`src/rtl/fetch_pkg.sv`:
```
`default_nettype none
// +----------------------------------------------------------------------+
// | fetch_pkg : shared types and constants for the instruction fetch path |
// | Rev 1.0                                                               |
// +----------------------------------------------------------------------+
package fetch_pkg;

  localparam int          INSTR_W          = 32;
  localparam int          BUF_DEPTH_DFLT   = 2;
  localparam logic [31:0] PC_INC           = 32'd4;
  localparam logic [31:0] DEFAULT_RESET_PC = 32'h0000_0000;

  typedef enum logic [1:0] {
    REQ  = 2'd0,
    WAIT = 2'd1,
    DROP = 2'd2
  } state_t;

  typedef struct packed {
    logic [31:0]        pc;
    logic [INSTR_W-1:0] instr;
  } fetch_entry_t;

endpackage
`default_nettype wire

```
`src/rtl/fetch_buffer.sv`:
```
`default_nettype none
// +----------------------------------------------------------------------+
// | fetch_buffer : 2-entry {pc, instr} FIFO, flush dominates push         |
// | Rev 1.0                                                               |
// +----------------------------------------------------------------------+
module fetch_buffer import fetch_pkg::*; #(
  parameter int BUF_DEPTH = BUF_DEPTH_DFLT
) (
  input  logic         clk,
  input  logic         rst_n,
  input  logic         push,
  input  fetch_entry_t push_entry,
  input  logic         pop,
  input  logic         flush,
  output logic         full,
  output logic         empty,
  output fetch_entry_t head
);

  fetch_entry_t [1:0] mem_q, mem_d;
  fetch_entry_t       head_q, head_d;
  logic               wr_ptr_q, wr_ptr_d;
  logic               rd_ptr_q, rd_ptr_d;
  logic [1:0]         count_q, count_d;
  logic               do_push, do_pop;

  always_comb begin
    do_pop   = pop && (count_q != 2'd0);
    do_push  = push && ((count_q != 2'(BUF_DEPTH)) || do_pop);
    mem_d    = mem_q;
    wr_ptr_d = wr_ptr_q;
    rd_ptr_d = rd_ptr_q;
    count_d  = count_q;
    if (flush) begin
      rd_ptr_d = wr_ptr_q;
      count_d  = 2'd0;
    end else begin
      if (do_push) begin
        mem_d[wr_ptr_q] = push_entry;
        wr_ptr_d        = ~wr_ptr_q;
      end
      if (do_pop) begin
        rd_ptr_d = ~rd_ptr_q;
      end
      count_d = count_q + {1'b0, do_push} - {1'b0, do_pop};
    end
    // Output register tracks the next head; it holds its value while empty.
    head_d = (count_d != 2'd0) ? mem_d[rd_ptr_d] : head_q;
  end

  always_ff @(posedge clk or negedge rst_n) begin
    if (!rst_n) begin
      mem_q    <= '0;
      head_q   <= '0;
      wr_ptr_q <= 1'b0;
      rd_ptr_q <= 1'b0;
      count_q  <= 2'd0;
    end else begin
      mem_q    <= mem_d;
      head_q   <= head_d;
      wr_ptr_q <= wr_ptr_d;
      rd_ptr_q <= rd_ptr_d;
      count_q  <= count_d;
    end
  end

  assign full  = (count_q == 2'(BUF_DEPTH));
  assign empty = (count_q == 2'd0);
  assign head  = head_q;

endmodule
`default_nettype wire

```
`src/rtl/fetch_unit.sv`:
```
`default_nettype none
// +----------------------------------------------------------------------+
// | fetch_unit : fetch PC, one-outstanding imem requests, redirects       |
// | Rev 1.0                                                               |
// +----------------------------------------------------------------------+
module fetch_unit import fetch_pkg::*; #(
  parameter logic [31:0] RESET_PC  = DEFAULT_RESET_PC,
  parameter int          BUF_DEPTH = BUF_DEPTH_DFLT
) (
  input  logic         clk,
  input  logic         rst_n,
  output logic         imem_req_valid,
  input  logic         imem_req_ready,
  output logic [31:0]  imem_req_addr,
  input  logic         imem_resp_valid,
  input  logic [31:0]  imem_resp_data,
  output logic         out_valid,
  input  logic         out_ready,
  output logic [31:0]  out_instr,
  output logic [31:0]  out_pc,
  input  logic         redirect_br,
  input  logic         redirect_j,
  input  logic [31:0]  redirect_pc,
  input  logic [31:0]  br_imm_ext,
  input  logic [25:0]  j_index
);

  state_t       state_q, state_d;
  logic [31:0]  fetch_pc_q, fetch_pc_d;
  logic         active_q;
  logic [31:0]  pc4, br_off, br_target, j_target, target;
  logic         redirect, req_fire, push, pop, buf_full, buf_empty;
  fetch_entry_t push_entry, head;

  always_comb begin
    pc4       = (redirect_pc & ~32'd3) + PC_INC;
    br_off    = br_imm_ext << 2;
    br_target = pc4 + br_off;
    j_target  = {pc4[31:28], j_index, 2'b00};
    redirect  = redirect_br || redirect_j;
    target    = redirect_br ? br_target : j_target;
  end

  // active_q keeps the request line low for the first cycle after reset release.
  assign imem_req_valid = active_q && (state_q == REQ) && !buf_full;
  assign imem_req_addr  = fetch_pc_q;
  assign req_fire       = imem_req_valid && imem_req_ready;
  assign pop            = out_valid && out_ready;
  assign push_entry     = '{pc: fetch_pc_q, instr: imem_resp_data};

  always_comb begin
    state_d    = state_q;
    fetch_pc_d = fetch_pc_q;
    push       = 1'b0;
    case (state_q)
      REQ:  if (req_fire) state_d = WAIT;
      WAIT: begin
        if (imem_resp_valid) begin
          state_d = REQ;
          if (!redirect) begin
            push       = 1'b1;
            fetch_pc_d = fetch_pc_q + PC_INC;
          end
        end
      end
      DROP:    if (imem_resp_valid) state_d = REQ;
      default: state_d = REQ;
    endcase
    // A redirect leaves a still-outstanding request behind to be dropped.
    if (redirect) begin
      fetch_pc_d = target;
      if ((state_q == WAIT && !imem_resp_valid) || (state_q == REQ && req_fire)) begin
        state_d = DROP;
      end
    end
  end

  always_ff @(posedge clk or negedge rst_n) begin
    if (!rst_n) begin
      state_q    <= REQ;
      fetch_pc_q <= RESET_PC;
      active_q   <= 1'b0;
    end else begin
      state_q    <= state_d;
      fetch_pc_q <= fetch_pc_d;
      active_q   <= 1'b1;
    end
  end

  fetch_buffer #(
    .BUF_DEPTH (BUF_DEPTH)
  ) u_buf (
    .clk        (clk),
    .rst_n      (rst_n),
    .push       (push),
    .push_entry (push_entry),
    .pop        (pop),
    .flush      (redirect),
    .full       (buf_full),
    .empty      (buf_empty),
    .head       (head)
  );

  assign out_valid = !buf_empty;
  assign out_instr = head.instr;
  assign out_pc    = head.pc;

endmodule
`default_nettype wire
```
`config.mk`:
```
export PLATFORM = sky130hd
export DESIGN_NAME = fetch_unit
export DESIGN_NICKNAME = d
export VERILOG_FILES = /design/src/rtl/fetch_pkg.sv /design/src/rtl/fetch_buffer.sv /design/src/rtl/fetch_unit.sv
export SDC_FILE = /design/constraint.sdc
export NUM_CORES = 1
export LEC_CHECK = 0
export CORE_MARGIN = 3
export CORE_UTILIZATION = 35
export CTS_CLUSTER_SIZE = 30
export DETAILED_ROUTE_END_ITERATION = 7
export PLACE_DENSITY = 0.58
export SETUP_SLACK_MARGIN = 0.5
export SLEW_MARGIN = 20
export SYNTH_ARGS = -nofsm -noshare
export SYNTH_HDL_FRONTEND = slang
export SYNTH_SLANG_ARGS = --single-unit
```
`constraint.sdc`:
```
create_clock -name clk -period 8.05 [get_ports clk]
set_clock_uncertainty 0.05 [all_clocks]
set_input_delay 2.415 -clock clk [delete_from_list [all_inputs] [get_ports clk]]
set_output_delay 2.415 -clock clk [all_outputs]
set_load 0.02 [all_outputs]
```
# Word level (Yosys, flattened, before mapping)
# Index checks and enable logic that the tools add are counted.
# word_totals
regBits	231
latchBits	0
ramBits	0
rom_bits	0
in_bits	129
out_inout_bits	98
memories	0
# op_classes
addsub	5
mul	0
div	0
order_cmp	3
n_eq_ne	4
n_shift	0
n_mux	22
bitwise_logic	3
reduce_logical	24
# ops
op	n
$mux W128	2
$mux W64	3
$bwmux W128	1
$mux W32	4
$add A32 B3 Y32 const B	2
$demux W64 S1	1
$add A32 B32 Y32	1
$mux W2	5
$logic_and A1 B1 Y1	9
$reduce_bool A2 Y1	4
$mux W1	5
$eq A2 B2 Y1 const B	2
$logic_not A2 Y1	2
$lt A1 B2 Y1 const B	2
$pmux W2 S2	1
$reduce_and A2 Y1	2
$logic_not A1 Y1	3
$logic_or A1 B1 Y1	3
$not A1 Y1	3
$add A2 B1 Y2	1
$eq A2 B1 Y1 const B	1
$ne A2 B2 Y1 const B	1
$reduce_or A2 Y1	1
$sub A2 B1 Y2	1
$ge A1 B1 Y1 const B	1

# Logic depth before layout (Yosys ltp)
# depth
depth_word	10
ltp_mapped	16

# Hierarchy
# A second synthesis with hierarchy kept.
# unflattened
hier_cells	1148
area_unflattened_um2	12888.6
# modules_own_cells
module	n_inst	cells_per_inst	area_per_inst_um2
fetch_buffer	1	567	8404.3
fetch_unit	1	581	4484.3

# Least setup slack after synthesis
# OpenSTA, ideal clock, no wires.
# synth_timing
path_type	input-to-reg
start	in redirect_pc[4]
end	reg fetch_pc_q[24] (netlist: imem_req_addr[24])
arrival_time_ns	5.213
required_time_ns	7.875
setup_slack_ns	2.662
cell_stages	15
path_buffers	2
path_cell_list	clkbuf_1 nand3_1 nor3_2 nand4_1 xnor2_1 ha_1 clkbuf_1 a21o_1 a31o_2 a41oi_1 o31ai_1 o21bai_1 o21ai_0 xor2_1 mux2_2
# synth_between
elab_chain_len	4
# synth_lines
item	line	rtl
start, declared	fetch_unit.sv:23	input logic [31:0] redirect_pc,
$add A32 B3 Y32	fetch_unit.sv:36	pc4 = (redirect_pc & ~32'd3) + PC_INC;
$add A32 B32 Y32	fetch_unit.sv:38	br_target = pc4 + br_off;
$mux W32	fetch_unit.sv:41	target = redirect_br ? br_target : j_target;
$mux W32	fetch_unit.sv:70	if (redirect) begin
end signal, assigned	fetch_unit.sv:85	fetch_pc_q <= fetch_pc_d;
end, declared	fetch_unit.sv:29	logic [31:0] fetch_pc_q, fetch_pc_d;
# Every way passes these cells.
# A chain may end at the register's enable or synchronous reset.

# Final worst setup path
# Same ends and word-level chain as after synthesis.

==> run summary <==
Final hold violation count = 0
DR pass1 iterations = 6
Port Buffer Count = 220
Vias = 9105
Most frequent cells in the layout = 229 x dfrtp_1, 219 x mux2_2, 219 x clkdlybuf4s50_1
RSZ-0062 raised after global routing = no
Final worst path period share = 0.724
Per-cell routed wire length = 18.5 um
Yosys reg bits = 229
Async S/R FF share, synth = 1.00
Maximum VDD drop = 0.142 mV
Post-Route WL = 32.6 mm
Floorplan core area = 34700 sq um
# clock sinks = 229
Worst EP required = 8.40 ns
Register area share after synthesis = 0.463
Hold slack = 0.426 ns
Tmin final = 5.83 ns
Layout Nets = 1462
Worst Path Arrival = 6.17 ns
# rows = 68
Hold WC Path Type = flip-flop to flip-flop
Die Area = 37700 sq um
Cell variety after synth = 70
Clock tree buffer depth = 3
MaxCap Viol Count = 0
CTS root buffer = clkbuf_16
IO Pins = 227
Chip height = 194 um
Yosys warnings = 0
Commonest non-fill, non-tap cell in the layout = dfrtp_1
Clk_lat worst skew = 0.51 ns
Grt ovf = 0
GRT Total Usage = 0.168
Syn-to-layout area delta = 29.1%
Measured slew at the worst slew-check pin = 1.02 ns
Post-cts resize count = 0
Largest net degree at the start of global routing = 100
Rel. slew slack = 0.319
Pins Over Slew Limit = 0
Antenna Violating Nets Remaining = 0
Fmax = 172 MHz
WS Path Type = primary input to flip-flop
Vias in the first global route = 9121
Fin Setup TNS = 0 ns
Vias per Instance = 5.16
H-tree Lvls = 1
Global-route wire length before repair = 51.5 mm
Fraction of layout cells with a size suffix above 1 = 0.230
Starting density of the core = 0.357
Mapped Cells = 1082
Clk slew on worst S/H paths = 0.06 ns
Total CTS buffers = 26
Worst setup SP type = primary input
Power, Total = 4.15 mW
Pleak = 7.27 nW
Hpwl dp = 23.0 mm
Clock tree from TritonCTS = done
Number of synthesized flops with an enable pin = 0
Die span in x = 194 um
Number of DRC markers in iteration 0 = 384
Critical path peak fanout = 8
Status = completed
Diodes inserted = 0
Cell Pwr Density = 259 nW/um^2
Final setup vio count = 0
Initial antenna violation count = 0
Setup crit end kind = flip-flop
Post-Syn Area per Cell = 11.4 sq um
DRC Markers = 0
Cell Area, Synth = 12400 sq um
Prevailing post-synth register cell = dfrtp_1
Gpl congestion = 0.887
CTS Hold Bufs = 0
Post-CTS Setup Inserts = 0
==> registers in the layout, indices dropped and copies added (netlist names) <==
name,flops
u_buf.mem_q,128
u_buf.head,64
imem_req_addr,30
state_q,2
u_buf.count_q,2
active_q,1
u_buf.rd_ptr_q,1
u_buf.wr_ptr_q,1
==> metal layers <==
layer	up-vias	track usage	share of wire
met5	-	0	0
met4	0	0.0388	0.022
met3	39	0.0262	0.041
met2	200	0.282	0.48
met1	4554	0.230	0.45
li1	4312	-	-
==> Yosys cell counts (3+ instances only) <==
cell      count  share of area
a21o_1       15         0.0091
mux2_2      219           0.20
nand3_1      36          0.015
buf_2        18         0.0073
a41oi_1       3         0.0021
mux2_1       30          0.027
o221ai_1      3         0.0021
o21a_1        5         0.0030
or2_2         3         0.0015
and4_1        3         0.0021
a31oi_1       4         0.0020
xor2_1       24          0.017
o21bai_1      5         0.0030
nor3_1        6         0.0024
a32oi_1       4         0.0028
clkbuf_1     24         0.0073
buf_1         5         0.0015
nand2_1      69          0.021
ha_1         41          0.041
and2_1        9         0.0045
nor2_1       50          0.015
nand4_1      14         0.0071
nand2_2       3         0.0015
xnor2_1      50          0.035
o21ai_0      34          0.014
and3_1       15         0.0076
a21oi_1      67          0.027
nand2b_1      3         0.0015
mux2i_1      12         0.0097
inv_1        16         0.0048
buf_4         3         0.0018
a31o_2        4         0.0028
dfrtp_1     229           0.46
nor2b_1       7         0.0035
o22ai_1       4         0.0020
==> per-stage QoR <==
stage	area (sq um)	cells	setup WS, ns	util
floorplan	12400	1083	2.66	-
global placement	15000	1718	1.79	0.433
detailed placement	15100	1718	1.76	0.434
CTS	16000	1765	2.31	0.461
global route	16000	1765	1.98	0.461
finish	16000	1765	2.22	0.461
==> where the power goes <==
group / total, mW / internal [mW] / switching (mW)
Combinational: 1.27 / 0.676 / 0.596
Clock: 1.27 / 0.786 / 0.480
Sequential: 1.61 / 1.46 / 0.155
Total: 4.15 / 2.92 / 1.23
==> kinds of logic (layout without fill, tap and decap cells) <==
kind of cell | Yosys count | in the layout | share of synthesized area
buffers and inverters | 68 | 295 | 0.0233
DFF | 229 | 229 | 0.463
and+or+nand+nor | 234 | 234 | 0.0954
other | 2 | 3 | 0.000606
adders and majority gates | 42 | 42 | 0.0430
xor gates and xnor gates | 74 | 74 | 0.0523
AOI/OAI and AO/OA | 171 | 171 | 0.0855
muxes | 262 | 262 | 0.237
==> critical path, cell delays in order <==
cell             delay (ns)
clkdlybuf4s50_1        0.64
nand3_1                0.27
nor3_2                 0.38
nand4_1                0.20
xnor2_1                0.16
ha_1                   0.37
a21o_1                 0.20
a31o_2                 0.22
a41oi_1                0.16
o31ai_1                0.15
o21bai_1               0.35
o21ai_0                0.19
xor2_1                 0.18
mux2_2                 0.28
==> worst paths after layout <==
path,from,endpoint,slack [ns],depth (start not counted)
hold / removal,u_buf.mem_q[16],u_buf.mem_q[16],0.43,1
hold reg to reg,u_buf.mem_q[16],u_buf.mem_q[16],0.43,1
setup reg to reg,state_q[1],u_buf.head[8],4.63,11
setup / recovery,redirect_pc[4],imem_req_addr[24],2.22,14
min in group asynchronous,rst_n,u_buf.mem_q[24],1.90,1
max in group asynchronous,rst_n,u_buf.mem_q[68],4.55,2
==> final cells by class <==
| cell class | count | area [sq um] |
|---|---|---|
| Fill cell | 3269 | 18700 |
| Multi-Input combinational cell | 786 | 6390 |
| Sequential cell | 229 | 5730 |
| Timing Repair Buffer | 230 | 2290 |
| Clock buffer | 33 | 748 |
| Tap cell | 455 | 569 |
| Clock inverter | 14 | 186 |
| Inverter | 18 | 67.6 |
No activity file was read; power rests on OpenSTA's default activity.
